## src/rtl/fetch.sv

```systemverilog
// Instruction fetch stage: single-outstanding-read memory handshake, redirect
// handling, a one-entry skid register for decode stalls, and the IF/ID register.
module fetch #(
  parameter int unsigned ADDRESS_WIDTH = 32,
  parameter int unsigned DATA_WIDTH    = 32,
  parameter logic [ADDRESS_WIDTH-1:0] RESET_PC = ADDRESS_WIDTH'(32'h0000_0000)
) (
  input  logic                     clk,
  input  logic                     rst_n,
  input  logic                     pc_src_e,
  input  logic [ADDRESS_WIDTH-1:0] pc_target_e,
  input  logic                     stall_d,
  input  logic                     flush_d,
  output logic                     imem_req,
  output logic [ADDRESS_WIDTH-1:0] imem_addr,
  input  logic                     imem_rvalid,
  input  logic [DATA_WIDTH-1:0]    imem_rdata,
  output logic [DATA_WIDTH-1:0]    instr_f,
  output logic [ADDRESS_WIDTH-1:0] pc_f,
  output logic [ADDRESS_WIDTH-1:0] pc_plus4_f,
  output logic                     valid_f
);

  localparam logic [1:0] S_REQ  = 2'd0;
  localparam logic [1:0] S_WAIT = 2'd1;
  localparam logic [1:0] S_HOLD = 2'd2;
  localparam logic [1:0] S_KILL = 2'd3;

  localparam logic [DATA_WIDTH-1:0]    NOP    = DATA_WIDTH'(32'h0000_0013);
  localparam logic [ADDRESS_WIDTH-1:0] PC_INC = ADDRESS_WIDTH'(4);

  logic [1:0]               state, state_nx;
  logic [ADDRESS_WIDTH-1:0] pc, pc_nx, pc_plus4;
  logic                     skid_ld, resp_ld, skid_out_ld;
  logic [DATA_WIDTH-1:0]    skid_instr;
  logic [ADDRESS_WIDTH-1:0] skid_pc, skid_pc4;
  logic [DATA_WIDTH-1:0]    instr_nx;
  logic [ADDRESS_WIDTH-1:0] pcf_nx, pc4f_nx;
  logic                     valid_nx;

  assign pc_plus4  = pc + PC_INC;
  assign imem_addr = pc;

  // State register
  always_ff @(posedge clk or negedge rst_n) begin
    if (!rst_n) state <= S_REQ;
    else        state <= state_nx;
  end

  // Next state, PC update and load strobes; a redirect always wins over a response
  always_comb begin
    state_nx    = state;
    pc_nx       = pc;
    skid_ld     = 1'b0;
    resp_ld     = 1'b0;
    skid_out_ld = 1'b0;
    imem_req    = 1'b0;
    case (state)
      S_REQ: begin
        if (pc_src_e) begin
          pc_nx = pc_target_e;
        end else begin
          imem_req = rst_n;
          state_nx = S_WAIT;
        end
      end
      S_WAIT: begin
        if (pc_src_e) begin
          pc_nx    = pc_target_e;
          state_nx = imem_rvalid ? S_REQ : S_KILL;
        end else if (imem_rvalid) begin
          pc_nx = pc_plus4;
          if (stall_d) begin
            skid_ld  = 1'b1;
            state_nx = S_HOLD;
          end else begin
            resp_ld  = ~flush_d;
            state_nx = S_REQ;
          end
        end
      end
      S_HOLD: begin
        if (pc_src_e) begin
          pc_nx    = pc_target_e;
          state_nx = S_REQ;
        end else if (!stall_d) begin
          skid_out_ld = ~flush_d;
          state_nx    = S_REQ;
        end
      end
      S_KILL: begin
        if (pc_src_e) pc_nx = pc_target_e;
        if (imem_rvalid) state_nx = S_REQ;
      end
      default: state_nx = S_REQ;
    endcase
  end

  // IF/ID next value: flush beats stall beats load; otherwise a bubble
  always_comb begin
    instr_nx = instr_f;
    pcf_nx   = pc_f;
    pc4f_nx  = pc_plus4_f;
    valid_nx = valid_f;
    if (flush_d) begin
      instr_nx = NOP;
      valid_nx = 1'b0;
    end else if (!stall_d) begin
      if (resp_ld) begin
        instr_nx = imem_rdata;
        pcf_nx   = pc;
        pc4f_nx  = pc_plus4;
        valid_nx = 1'b1;
      end else if (skid_out_ld) begin
        instr_nx = skid_instr;
        pcf_nx   = skid_pc;
        pc4f_nx  = skid_pc4;
        valid_nx = 1'b1;
      end else begin
        instr_nx = NOP;
        valid_nx = 1'b0;
      end
    end
  end

  // PC, skid entry and IF/ID registers
  always_ff @(posedge clk or negedge rst_n) begin
    if (!rst_n) begin
      pc         <= RESET_PC;
      skid_instr <= NOP;
      skid_pc    <= '0;
      skid_pc4   <= '0;
      instr_f    <= NOP;
      pc_f       <= '0;
      pc_plus4_f <= '0;
      valid_f    <= 1'b0;
    end else begin
      pc <= pc_nx;
      if (skid_ld) begin
        skid_instr <= imem_rdata;
        skid_pc    <= pc;
        skid_pc4   <= pc_plus4;
      end
      instr_f    <= instr_nx;
      pc_f       <= pcf_nx;
      pc_plus4_f <= pc4f_nx;
      valid_f    <= valid_nx;
    end
  end

endmodule

```

## config.mk

```make
export PLATFORM = sky130hd
export DESIGN_NAME = fetch
export DESIGN_NICKNAME = d
export VERILOG_FILES = /design/src/rtl/fetch.sv
export SDC_FILE = /design/constraint.sdc
export NUM_CORES = 1
export LEC_CHECK = 0
export ABC_AREA = 1
export CAP_MARGIN = 20
export CORE_UTILIZATION = 35
export CTS_CLUSTER_SIZE = 25
export DETAILED_ROUTE_END_ITERATION = 8
export PLACE_DENSITY = 0.56
export REMOVE_ABC_BUFFERS = 1
export SKIP_CTS_REPAIR_TIMING = 1
export SLEW_MARGIN = 20
export SYNTH_ARGS = -nofsm -noshare
export SYNTH_HDL_FRONTEND = slang
export SYNTH_SLANG_ARGS = --single-unit
```

## constraint.sdc

```tcl
create_clock -name clk -period 2.75 [get_ports clk]
set_input_delay 0.275 -clock clk [delete_from_list [all_inputs] [get_ports clk]]
set_output_delay 0.275 -clock clk [all_outputs]
set_load 0.01 [all_outputs]
```

== Word level (Yosys, flattened, before mapping) ==
Cells that the tools add are included.

* Mux-type cells: 37
* Add/subtract/negate cells: 1
* Eq/ne operators: 9
* Bitwise gates (word level): 2
* Reduce and logical (&&, ||, !) cells: 6

{| class="wikitable"
|+ Operators with widths
! cell !! number
|-
| two-way mux 32 bit || 11
|-
| case mux 32 bit (2 select lines) || 1
|-
| adder 32 x 3 -> 32 bit (second input constant) || 1
|-
| two-way mux 1 bit || 16
|-
| two-way mux 2 bit || 8
|-
| case mux 2 bit (4 select lines) || 1
|-
| inequality test 3 bit (second input constant) || 2
|-
| equality test 2 bit (second input constant) || 2
|-
| inequality test 2 x 1 -> 1 bit (second input constant) || 2
|-
| inequality test 2 bit (second input constant) || 2
|-
| AND reduction 4 bit || 1
|-
| AND reduction 3 bit || 1
|-
| OR reduction 3 bit || 1
|-
| equality test 2 x 1 -> 1 bit (second input constant) || 1
|-
| logical NOT 2 bit || 1
|-
| inverter 1 bit || 2
|-
| AND reduction 2 bit || 1
|-
| nonzero test 2 bit || 1
|}

* Word-level logic and storage cells: 64
* Register bits after elaboration: 227
* Input port bits: 70
* Output and inout port bits: 130

== Longest topological paths before layout ==
* Word-level depth: 8
* Depth in mapped cells: 10
* Mapped depth without buffers: 10

== Least setup slack after synthesis ==
No wires, ideal clock.

* Path kind: reg-to-reg
* From: register pc[3], in the netlist imem_addr[3]
* To: register pc[20], in the netlist imem_addr[20]
* Period minus slack after synthesis: 1.579 ns
* Library setup time: 0.116 ns
* Cell stages (with the launch flop): 9
* Data required time: 2.634 ns
* Path buffers: 0
* Data arrival time: 1.463 ns
* Setup slack: 1.171 ns
* Path through: dfrtp_1 ha_1 nand3_1 nor2_1 nand2_1 o21ai_0 nand3_1 nand2_1 nand2_1

* Longest elaborated chain between the ends: 4

{| class="wikitable"
|+ RTL lines
! element !! line !! source
|-
| from (decl) || 33 || <nowiki>logic [ADDRESS_WIDTH-1:0] pc, pc_nx, pc_plus4;</nowiki>
|-
| from (signal assigned) || 138 || <nowiki>pc <= pc_nx;</nowiki>
|-
| adder 32 x 3 -> 32 bit || 41 || <nowiki>assign pc_plus4 = pc + PC_INC;</nowiki>
|-
| two-way mux 32 bit || 71 || <nowiki>end else if (imem_rvalid) begin</nowiki>
|-
| two-way mux 32 bit || 68 || <nowiki>if (pc_src_e) begin</nowiki>
|-
| case mux 32 bit (2 select lines) || 58 || <nowiki>case (state)</nowiki>
|}

No other way between the ends. The select of a mux whose other input is x is not followed.
A chain may end at the register's enable or synchronous reset.

== Final worst setup path ==
* From: input pc_src_e
* To: output imem_req

* Longest elaborated chain between the ends: 2

{| class="wikitable"
|+ RTL lines
! element !! line !! source
|-
| from (decl) || 10 || <nowiki>input logic pc_src_e,</nowiki>
|-
| two-way mux 1 bit || 60 || <nowiki>if (pc_src_e) begin</nowiki>
|-
| two-way mux 1 bit || 58 ||
|-
| to (decl) || 14 || <nowiki>output logic imem_req,</nowiki>
|}

No other way between the ends.

==> metrics.yaml <==
vias: 8977
start_util_pct: 35.5
period_needed_ps: 2180
worstPathMaxFanout: 10
antenna_cells: 0
power.density_nw_per_um2: 998
status: "finished, final reports clean"
cts_made_buffers: 25
grt_setup_unrepaired: "false"
layout_commonest_cell: "nand2_1"
synth_area_um2: 10200
design.die.area_um2: 29800
grt_max_degree: 115
crit_family: "buffers and inverters"
die_y_um: 173
fmax_mhz: 459
yosys_warnings: 0
crit_required_ps: 2480
drive_gt1_share_pct: 6.18
grt_pass1_wl_mm: 49.7
clock-root-buffer: "clkbuf_16"
path_buf_inv: 3
syn_inst: 1254
arrival_ps: 1900
setup_viol: 0
grt_usage_pct: 20.9
ioPinCount: 200
crit_type: "input pin to output port"
p_sw_share_pct: 35.4
drt-initial-drc-count: 600
drcViolationCount: 0
place_area_um2: 12600
yosysSeqAreaShare_pct: 54.9
period_share_pct: 79.2
dp_hpwl_mm: 20.7
clock_latency_ps: 520
power_frac_seq_pct: 42.5
grt_pass1_vias: 8739
syn_avg_cell_area_um2: 8.12
rows: 62
vias_per_cell: 4.88
p_int_uw: 8620
dp.cells: 1794
hold_path.class: "input pin to asynchronous set/reset pin"
max_stage_delay_ps: 600
combPwrFrac_pct: 33.7
areaGrowthSynthToFinish_pct: 31.3
drt_wl_total_mm: 30.9
p_sw_uw: 4730
path_cells: "clkdlybuf4s50_1 > inv_2 > nand2_1 > nor2_1 > clkdlybuf4s50_1"
relSlewSlack_pct: 50.9
slowest_stage: "clkdlybuf4s50_1"
yosysUniqueCellTypes: 34
fin_skew_ps: 14.7
fillers: 2822
final_cell_mix: "nand2_1 (418), dfrtp_1 (217), clkdlybuf4s50_1 (198)"
first_pass_iters: 6
slew_viol_final: 0
core_region_area_um2: 28700
gp_congestion: 0.802
layoutNonFillerInstCount: 1840
cts_tree: "done"
ys_ff_latch: 223
worst_slew_pin_slew_ps: 737
cap_viol_max_count: 0
htreeDepth: 1
io_buffer_count: 199
hold_viol: 0
critPathCaptureType: "output port"
post_drt_wl_per_cell_um: 16.8
cpMostUsedCell: "clkdlybuf4s50_1"
nNetsFinal: 1509
cts.sinks: 223
antenna_found_initial: 0
worstRegToRegCells: 8
grt_overflow: 0
die_w_um: 173
worst-path-stages: 5
cts.clk_slew.worst_paths_ps: 60
ant_nets: 0
finish.instance_area_um2: 13400
clkPwrFrac_pct: 23.8
cellLeakagePower_uw: 0.00605
startpoint_type: "input pin"
ir_drop_v: 0.000505
cts_buffer_depth: 3
[flip-flops by register name, indices dropped and copies added, names as in the netlist]
signal,flops
imem_addr,32
instr_f,32
pc_f,32
skid_instr,32
skid_pc,32
pc_plus4_f,30
skid_pc4,30
state,2
valid_f,1
[worst paths after layout]
check                         startpoint       endpoint  slack, ps
hold reg to reg            skid_instr[0]  skid_instr[0]        470
min in group clk           imem_rdata[1]  skid_instr[1]        300
hold / removal                     rst_n    instr_f[16]        200
max in group asynchronous          rst_n     skid_pc[8]       1510
setup / recovery                pc_src_e       imem_req        570
setup reg to reg            imem_addr[2]  imem_addr[20]        750
[routing by layer]
layer | GRT usage, % | share of wire, % | vias to the layer above
li1 | - | - | 4399
met2 | 32.2 | 45 | 274
met4 | 5.36 | 2.4 | 0
met3 | 3.08 | 5.2 | 41
met5 | 0 | 0 | -
met1 | 30.7 | 48 | 4263
[cells in the mapped netlist (all sizes together)]
| library cell | count | share of area (%) |
|---|---|---|
| nand2 | 422 | 16 |
| dfrtp | 217 | 53 |
| o21ai | 151 | 7.4 |
| nor2 | 133 | 5.1 |
| inv | 89 | 3.3 |
| buf | 44 | 2.4 |
| nand3 | 44 | 2.2 |
| a21oi | 40 | 2.0 |
| o211ai | 38 | 2.8 |
| clkbuf | 22 | 0.81 |
| a22oi | 13 | 0.96 |
| xor2 | 7 | 0.60 |
| a31oi | 6 | 0.37 |
| and2 | 6 | 0.37 |
| dfstp | 6 | 1.5 |
| a21boi | 5 | 0.37 |
| a21o | 2 | 0.15 |
| o22ai | 2 | 0.12 |
| a221oi | 1 | 0.086 |
| ha | 1 | 0.12 |
| nand4 | 1 | 0.12 |
| nor3 | 1 | 0.049 |
| o21bai | 1 | 0.074 |
| o31ai | 1 | 0.074 |
| xnor2 | 1 | 0.086 |
[kinds of logic (layout without fill, tap and decap cells)]
kind of cell	count (synthesis)	in the layout	synth area share, %
buffers and inverters	155	357	6.48
XOR/XNOR	8	8	0.688
AO/OA/AOI/OAI	260	260	14.4
adder cells (fa/ha/maj)	1	1	0.123
AND/OR/NAND/NOR	607	607	23.5
flip-flops	223	223	54.9
[worst reg2reg max path, stage by stage (launching register included)]
cell and delay (ps):
dfrtp_1 480, ha_1 250, nand3_1 120, nor2_1 270, nand2_1 220, o21ai_0 310
nand3_1 120, nand2_1 70, nand2_1 50
[per-stage QoR]
step / util (%) / power [uW] / setup TNS (ps) / setup WS, ps / hold WS (ps)
6_report: 46.6 / 13400 / 0 / 571 / 198
5_1_grt: 46.6 / 14300 / 0 / 487 / 210
4_1_cts: 46.6 / 13500 / 0 / 554 / -413
3_5_place_dp: 43.9 / 10200 / 0 / 438 / 150
3_3_place_gp: 43.9 / 10200 / 0 / 503 / 153
2_1_floorplan: - / 7710 / -31280 / -725 / -20.6
[cell type report]
class | count | area, um^2 | share of cell area [%]
Clock buffer | 36 | 727 | 5.43
Tap cell | 384 | 480 | 3.59
Sequential cell | 223 | 5590 | 41.8
Timing Repair Buffer | 223 | 2240 | 16.8
Multi-Input combinational cell | 876 | 3960 | 29.6
Clock inverter | 9 | 48.8 | 0.365
Inverter | 89 | 334 | 2.50
[power by group through the flow]
stage / combinational (uW) / sequential [uW] / clock, uW
5_1_grt: 5030 / 5860 / 3380
4_1_cts: 4550 / 5680 / 3270
6_report: 4510 / 5670 / 3180
2_1_floorplan: 1980 / 5720 / 0
3_3_place_gp: 4450 / 5710 / 0
3_5_place_dp: 4530 / 5720 / 0
Power figures use the tool's default switching activity.
